**config.mk**
```make
export PLATFORM = sky130hd
export DESIGN_NAME = control_sequencer
export DESIGN_NICKNAME = d
export VERILOG_FILES = /design/src/rtl/control_sequencer.sv
export SDC_FILE = /design/constraint.sdc
export NUM_CORES = 1
export LEC_CHECK = 0
export CAP_MARGIN = 20
export CORE_MARGIN = 3
export CORE_UTILIZATION = 35
export CTS_CLUSTER_DIAMETER = 80
export CTS_CLUSTER_SIZE = 20
export DETAILED_ROUTE_END_ITERATION = 7
export DONT_BUFFER_PORTS = 1
export GPL_ROUTABILITY_DRIVEN = 0
export GPL_TIMING_DRIVEN = 0
export PLACE_DENSITY_LB_ADDON = 0.08
export SYNTH_ARGS = -nofsm -noshare
export SYNTH_HDL_FRONTEND = slang
export SYNTH_SLANG_ARGS = --single-unit
```
**constraint.sdc**
```tcl
create_clock -name clk -period 2 [get_ports clk]
set_clock_uncertainty 0.1 [all_clocks]
set_input_delay 0.1 -clock clk [delete_from_list [all_inputs] [get_ports clk]]
set_output_delay 0.1 -clock clk [all_outputs]
set_load 0.005 [all_outputs]
```
**src/rtl/control_sequencer.sv**
```systemverilog
`timescale 1ns/1ps
// Hardwired control unit: fetch (T0-T2) then a three- or four-step execute (T3-T6),
// with absorbing HALTED/FAULT states. Moore outputs from state and latched IR fields.
module control_sequencer #(
   parameter int             NREGS   = 16,
   parameter int             OPW     = 5,
   parameter logic [OPW-1:0] MUL_OP  = 5'b01110,
   parameter logic [OPW-1:0] DIV_OP  = 5'b01111,
   parameter logic [OPW-1:0] HALT_OP = 5'b11011
) (
   input  logic             clk,
   input  logic             clr,
   input  logic             run,
   input  logic [31:0]      ir,
   input  logic             mem_ready,
   output logic             pc_out,
   output logic             mar_in,
   output logic             inc_pc,
   output logic             pc_in,
   output logic             read,
   output logic             mdr_in,
   output logic             mdr_out,
   output logic             ir_in,
   output logic             y_in,
   output logic             zlo_in,
   output logic             zhi_in,
   output logic             zlo_out,
   output logic             zhi_out,
   output logic             hi_in,
   output logic             lo_in,
   output logic [OPW-1:0]   alu_op,
   output logic [NREGS-1:0] r_in,
   output logic [NREGS-1:0] r_out,
   output logic             busy,
   output logic             halted,
   output logic             fault
);

   typedef enum logic [3:0] {
      S_IDLE, S_T0, S_T1, S_T2, S_T3, S_T4, S_T5, S_T6, S_HALTED, S_FAULT
   } state_e;

   state_e         state_q, state_d;
   logic           first_q;
   logic [OPW-1:0] op_q;
   logic [3:0]     ra_q, rb_q, rc_q;
   logic           muldiv;
   logic           ir_halt, ir_bad;
   logic           unused_ir;

   assign unused_ir = ^ir[14:0];
   assign muldiv    = (op_q == MUL_OP) || (op_q == DIV_OP);
   assign ir_halt   = (OPW'(ir[31:27]) == HALT_OP);
   assign ir_bad    = ({1'b0, ir[26:23]} >= 5'(NREGS)) ||
                      ({1'b0, ir[22:19]} >= 5'(NREGS)) ||
                      ({1'b0, ir[18:15]} >= 5'(NREGS));

   always_ff @(posedge clk or negedge clr) begin
      if (!clr) begin
         state_q <= S_IDLE;
         first_q <= 1'b0;
         op_q    <= '0;
         ra_q    <= '0;
         rb_q    <= '0;
         rc_q    <= '0;
      end else begin
         state_q <= state_d;
         // pc_in is a single-cycle strobe even when T1 stretches for memory
         first_q <= (state_q == S_T0);
         if (state_q == S_T2) begin
            op_q <= OPW'(ir[31:27]);
            ra_q <= ir[26:23];
            rb_q <= ir[22:19];
            rc_q <= ir[18:15];
         end
      end
   end

   always_comb begin
      state_d = state_q;
      unique case (state_q)
         S_IDLE:   if (run) state_d = S_T0;
         S_T0:     state_d = S_T1;
         S_T1:     if (mem_ready) state_d = S_T2;
         // halt wins over a bad register index
         S_T2:     state_d = ir_halt ? S_HALTED : (ir_bad ? S_FAULT : S_T3);
         S_T3:     state_d = S_T4;
         S_T4:     state_d = S_T5;
         S_T5:     state_d = muldiv ? S_T6 : (run ? S_T0 : S_IDLE);
         S_T6:     state_d = run ? S_T0 : S_IDLE;
         S_HALTED: state_d = S_HALTED;
         S_FAULT:  state_d = S_FAULT;
         default:  state_d = S_IDLE;
      endcase
   end

   always_comb begin
      pc_out  = 1'b0;
      mar_in  = 1'b0;
      inc_pc  = 1'b0;
      pc_in   = 1'b0;
      read    = 1'b0;
      mdr_in  = 1'b0;
      mdr_out = 1'b0;
      ir_in   = 1'b0;
      y_in    = 1'b0;
      zlo_in  = 1'b0;
      zhi_in  = 1'b0;
      zlo_out = 1'b0;
      zhi_out = 1'b0;
      hi_in   = 1'b0;
      lo_in   = 1'b0;
      alu_op  = '0;
      r_in    = '0;
      r_out   = '0;
      busy    = 1'b0;
      halted  = 1'b0;
      fault   = 1'b0;
      unique case (state_q)
         S_T0: begin
            pc_out = 1'b1; mar_in = 1'b1; inc_pc = 1'b1; zlo_in = 1'b1; busy = 1'b1;
         end
         S_T1: begin
            zlo_out = 1'b1; pc_in = first_q; read = 1'b1; mdr_in = 1'b1; busy = 1'b1;
         end
         S_T2: begin
            mdr_out = 1'b1; ir_in = 1'b1; busy = 1'b1;
         end
         S_T3: begin
            y_in = 1'b1; busy = 1'b1;
         end
         S_T4: begin
            zlo_in = 1'b1; zhi_in = muldiv; alu_op = op_q; busy = 1'b1;
         end
         S_T5: begin
            zlo_out = 1'b1; lo_in = muldiv; busy = 1'b1;
         end
         S_T6: begin
            zhi_out = 1'b1; hi_in = 1'b1; busy = 1'b1;
         end
         S_HALTED: halted = 1'b1;
         S_FAULT:  fault  = 1'b1;
         default:  ;
      endcase
      for (int i = 0; i < NREGS; i++) begin
         r_out[i] = ((state_q == S_T3) && (rb_q == 4'(i))) ||
                    ((state_q == S_T4) && (rc_q == 4'(i)));
         r_in[i]  = (state_q == S_T5) && !muldiv && (ra_q == 4'(i));
      end
   end

endmodule

```
# ---- Word-level counts from Yosys, hierarchy flattened
# Index checks and enable logic that the tools add are counted.
dict set report totals {
  mem_bits_ro 0
  inputBits 36
  register_bits 22
  latchBits 0
  ram_bits 0
  mem_count 0
  elab_cells 160
}
dict set report op_classes {
  add_sub_neg 0
  n_mul 0
  n_eq_ne 59
  n_lt_le_gt_ge 0
  n_bitwise 0
  n_reduce_logical 75
  n_div 0
  n_mux 20
  shift 0
}
# op count
set op_table {}
lappend op_table {{$eq A4 B4 Y1 const B} 26}
lappend op_table {{$eq A4 B3 Y1 const B} 16}
lappend op_table {{$logic_and A1 B1 Y1} 49}
lappend op_table {{$pmux W4 S10} 1}
lappend op_table {{$eq A4 B2 Y1 const B} 8}
lappend op_table {{$logic_or A1 B1 Y1} 17}
lappend op_table {{$eq A4 B1 Y1 const B} 4}
lappend op_table {{$logic_not A4 Y1} 4}
lappend op_table {{$mux W4} 4}
lappend op_table {{$mux W1} 14}
lappend op_table {{$eq A5 B4 Y1 const B} 2}
lappend op_table {{$reduce_or A7 Y1} 1}
lappend op_table {{$eq A5 B5 Y1 const B} 1}
lappend op_table {{$mux W5} 1}
lappend op_table {{$ne A2 B2 Y1 const B} 2}
lappend op_table {{$reduce_or A2 Y1} 2}
lappend op_table {{$reduce_and A2 Y1} 1}
lappend op_table {{$logic_not A1 Y1} 1}

# ---- Longest topological paths before layout
dict set report depth {
  word_depth 5
  mapped_depth 5
}

# ---- Worst setup path after synthesis
# OpenSTA, ideal clock, no wires.
dict set report synth_path {
  path_kind {flip-flop to flip-flop}
  start {register state_q[0]}
  end {register op_q[4]}
  path_slack_ns 0.346
  path_stages_with_launch 6
  path_buffers 2
  t_arrival_ns 1.429
  path_cell_list {dfrtp_1 buf_6 nand2_2 nor3_4 buf_8 mux2_4}
}
dict set report synth_via {
  elab_chain_len 1
}
# item line_no
set synth_lines {}
lappend synth_lines {{start, declared} 43} ;# state_e state_q, state_d;
lappend synth_lines {{start signal, assigned} 67} ;# state_q <= state_d;
lappend synth_lines {{$eq A4 B2 Y1} 70} ;# if (state_q == S_T2) begin
lappend synth_lines {{end signal, assigned} 71} ;# op_q <= OPW'(ir[31:27]);
lappend synth_lines {{end, declared} 45} ;# logic [OPW-1:0] op_q;
# Every way passes these cells.
# A chain may end at the register's enable or synchronous reset.

# ---- Worst setup path after layout
dict set report layout_path {
  start {register state_q[3]}
  end {output port r_out[4]}
}
dict set report layout_via {
  elab_chain_len 3
  word_cells_on_any_way 5
}
# item line_no
set layout_lines {}
lappend layout_lines {{$eq A4 B3 Y1 (on tied branches)} {146, 147}}
lappend layout_lines {{$logic_and A1 B1 Y1 (on tied branches)} {146, 147}}
lappend layout_lines {{$logic_or A1 B1 Y1 *} 146} ;# r_out[i] = ((state_q == S_T3) && (rb_q == 4'(i))) ||
lappend layout_lines {{end, declared} 33} ;# output logic [NREGS-1:0] r_out,
# Mark *: on every way between the ends. The rest lies on a longest branch, timed or not.

==> impl_metrics.toml <==
[status]
run_status = "complete, but fails checks"
violations = "negative setup slack"

[hold_path]
holdCritStartpoint = "run"
whs_endpoint = "state_q[0]"
worst_hold_path_type = "input pin to flip-flop"
whs_path_depth = 2

[critical_path]
worst-r2r-cell-count = 5
worstSetupStartpoint = "state_q[3]"
required_ps = 1800
arrival_ps = 1830
cp_num_buf_inv = 1
crit_type = "flip-flop to output pin"
rr_endpoint = "op_q[0]"
cp_slowest_stage_delay_ps = 480
cp-start-kind = "flip-flop"
critPathTopFamily = "simple AND/OR/NAND/NOR gates"
cp_slowest_cell = "or3b_4"
critical_path.cell_chain = "buf_6, nor4b_4, or3b_4, o22ai_4"
ff2ff_setup_slack_ps = 320
r2r-start = "state_q[0]"
cp_max_fo = 5
cp-end-kind = "output pin"

[global_routing]
antenna_found_initial = 0
grt_max_degree = 23
grt_use_met3_pct = 3.23
met1_usage_pct = 17.8
grt_pass1_wl_um = 6020
grt_pass1_vias = 1233
met2_usage_pct = 25.7
grt_overflow = 0
top_usage_layer = "met2"
grt_use_total_pct = 14.7

[timing]
maxSlewViolCount = 0
max_clock_freq_mhz = 493
setup_viol = 4
worst_pin_slew_ps = 469
finalCritPeriodShare_pct = 102
final_hold_viol_count = 0
grt_setup_unrepaired = "true"
fin_crit_ps = 2030
setup_ws_ps = -30.2
setup_tns_ps = -90.8
maxSlewHeadroom_pct = 68.3

[pwr]
swShare_pct = 18.9
p_seq_share_pct = 48.4
clockPowerShare_pct = 45.3
ir_drop_uv = 348
power.density_mw_per_mm2 = 477
combPwrFrac_pct = 6.3
total_power_mw = 0.924
p_leak_nw = 0.782
switchingPower_mw = 0.175
p_int_mw = 0.749

[placed_design]
place_hpwl_um = 2790
place_ws_ps = 84.8
numPortBuffers = 0

[yosys]
synth_common_cells = "22 x dfrtp_1, 17 x nor2_1, 16 x o22ai_1"
synth_top_area_share_pct = 36.7
ys.flop_type = "dfrtp_1"
yosysSeqAreaShare_pct = 36.7
syn_avg_cell_area_um2 = 9.93
synth_edf_count = 0
async_flop_share_pct = 100
synth_area_leaders = "dfrtp_1 37%, mux2_4 8.0%, mux2_2 6.8%"
yosys.area.top_type = "dfrtp_1"
yosys_register_bits = 22
synth_cell_types = 39
syn_area_mm2 = 0.00150
synth_nets = 187
yosysWarnings = 0
syn_inst = 151
yosysMostFrequentCell = "dfrtp_1"

[final_layout]
n_antenna_cell = 0
final_nets = 218
drive_above_1_share_pct = 30.4
area_growth_syn_to_layout_pct = 29.3

[drt]
vias = 1276
vias_per_cell = 5.52
routed_wl_um = 3840
drc = 0
drt_pass1_iterations = 4
drtIter0Drc = 12
antenna_left = 0
wire_per_inst_um = 16.6

[clock_network]
clockBufferDepth = 2
cts.sink_count = 22
cts_tree = "built"
cts_buffers = 3
clock_latency_ps = 270
clk_pin_slew_ps = 80
cts_root_buf = "clkbuf_8"
htree_levels = 1

[floorplanning]
initial_core_util_pct = 36.9
die_width_um = 71.4
dieArea_mm2 = 0.00510
die_h_um = 71.4
core-area_mm2 = 0.00406
row_count = 23
ioPinCount = 91

[run]
maxCapViolations = 0
## sequential cells by signal, summed over array words and instances, names as in the netlist
name,flops
op_q,5
ra_q,4
rb_q,4
rc_q,4
state_q,4
first_q,1
## what timing repair did
item | 4_1_cts | 5_1_grt
hold endpoints to repair | 40 | 2
pin swaps | 4 | 3
setup buffers | 2 | 4
gates resized for setup | 6 | 3
endpoints found under the setup margin | 5 | 23
hold buffers | 18 | 1
## cells in the final DEF (no fill, tap or decap), types with 2 or more instances in the layout
cell type and count:
and2_1 7, inv_1 2, dfrtp_1 21, o22ai_2 3, a211oi_1 2, clkbuf_8 3, nor2_1 17, buf_4 11
nor3_1 6, nand2b_1 10, o22ai_1 12, buf_6 3, buf_2 2, dlygate4sd3_1 19, or2_2 3, mux2_2 9
nor4bb_1 2, nand3_1 3, nor2b_1 2, nand3b_1 5, nand4b_1 3, or3b_4 2, mux2_4 8, nand2_1 4
## cell families after synthesis
kind of cell    count (synthesis)  synth area share, %
mux                            17                 14.8
compound gates                 24                 10.7
flops                          22                 36.7
simple gates                   74                 30.9
buf+inv                        14                 6.93
## worst max path at each step
| stage | end | cells past startpoint |
|---|---|---|
| floorplan | op_q[4] | 5 |
| global placement | ra_q[1] | 5 |
| detailed placement | ra_q[1] | 5 |
| CTS | r_out[12] | 4 |
| global route | r_out[8] | 4 |
| finish | r_out[4] | 4 |
## metrics by stage
stage / instance area (µm²) / util, % / hold slack, ps / cells
after global placement: 1560 / 38.5 / -295 / 201
after floorplan: 1500 / - / -296 / 151
after CTS: 1860 / 45.8 / 4.39 / 225
after global routing: 1940 / 47.8 / 43.8 / 231
after detailed placement: 1560 / 38.5 / -295 / 201
final: 1940 / 47.8 / 7.53 / 231
## cell type report
class	instances	area (µm²)
timing repair buffer	26	260
buffer	12	100
clock buffer	3	41.3
inverter	2	7.51
clock inverter	1	30.0
tap	50	62.6
fill	381	2120
sequential	22	552
multi-input combinational	115	885
## routing by layer
| metal | wire length [µm] | up-vias | share of wire, % |
|---|---|---|---|
| li1 | - | 607 | - |
| met1 | 1590 | 612 | 41 |
| met2 | 1990 | 55 | 52 |
| met3 | 237 | 2 | 6.2 |
| met4 | 24 | 0 | 0.62 |
| met5 | 0 | - | 0 |
## power by group through the flow
stage / Sequential (mW) / Combinational, mW / Clock [mW]
after global routing: 0.447 / 0.0649 / 0.447
after floorplan: 0.456 / 0.0121 / 0
after global placement: 0.456 / 0.0141 / 0
after CTS: 0.447 / 0.0529 / 0.425
after detailed placement: 0.456 / 0.0145 / 0
final: 0.447 / 0.0586 / 0.418
Note: power is estimated with default switching activity, not from simulation.
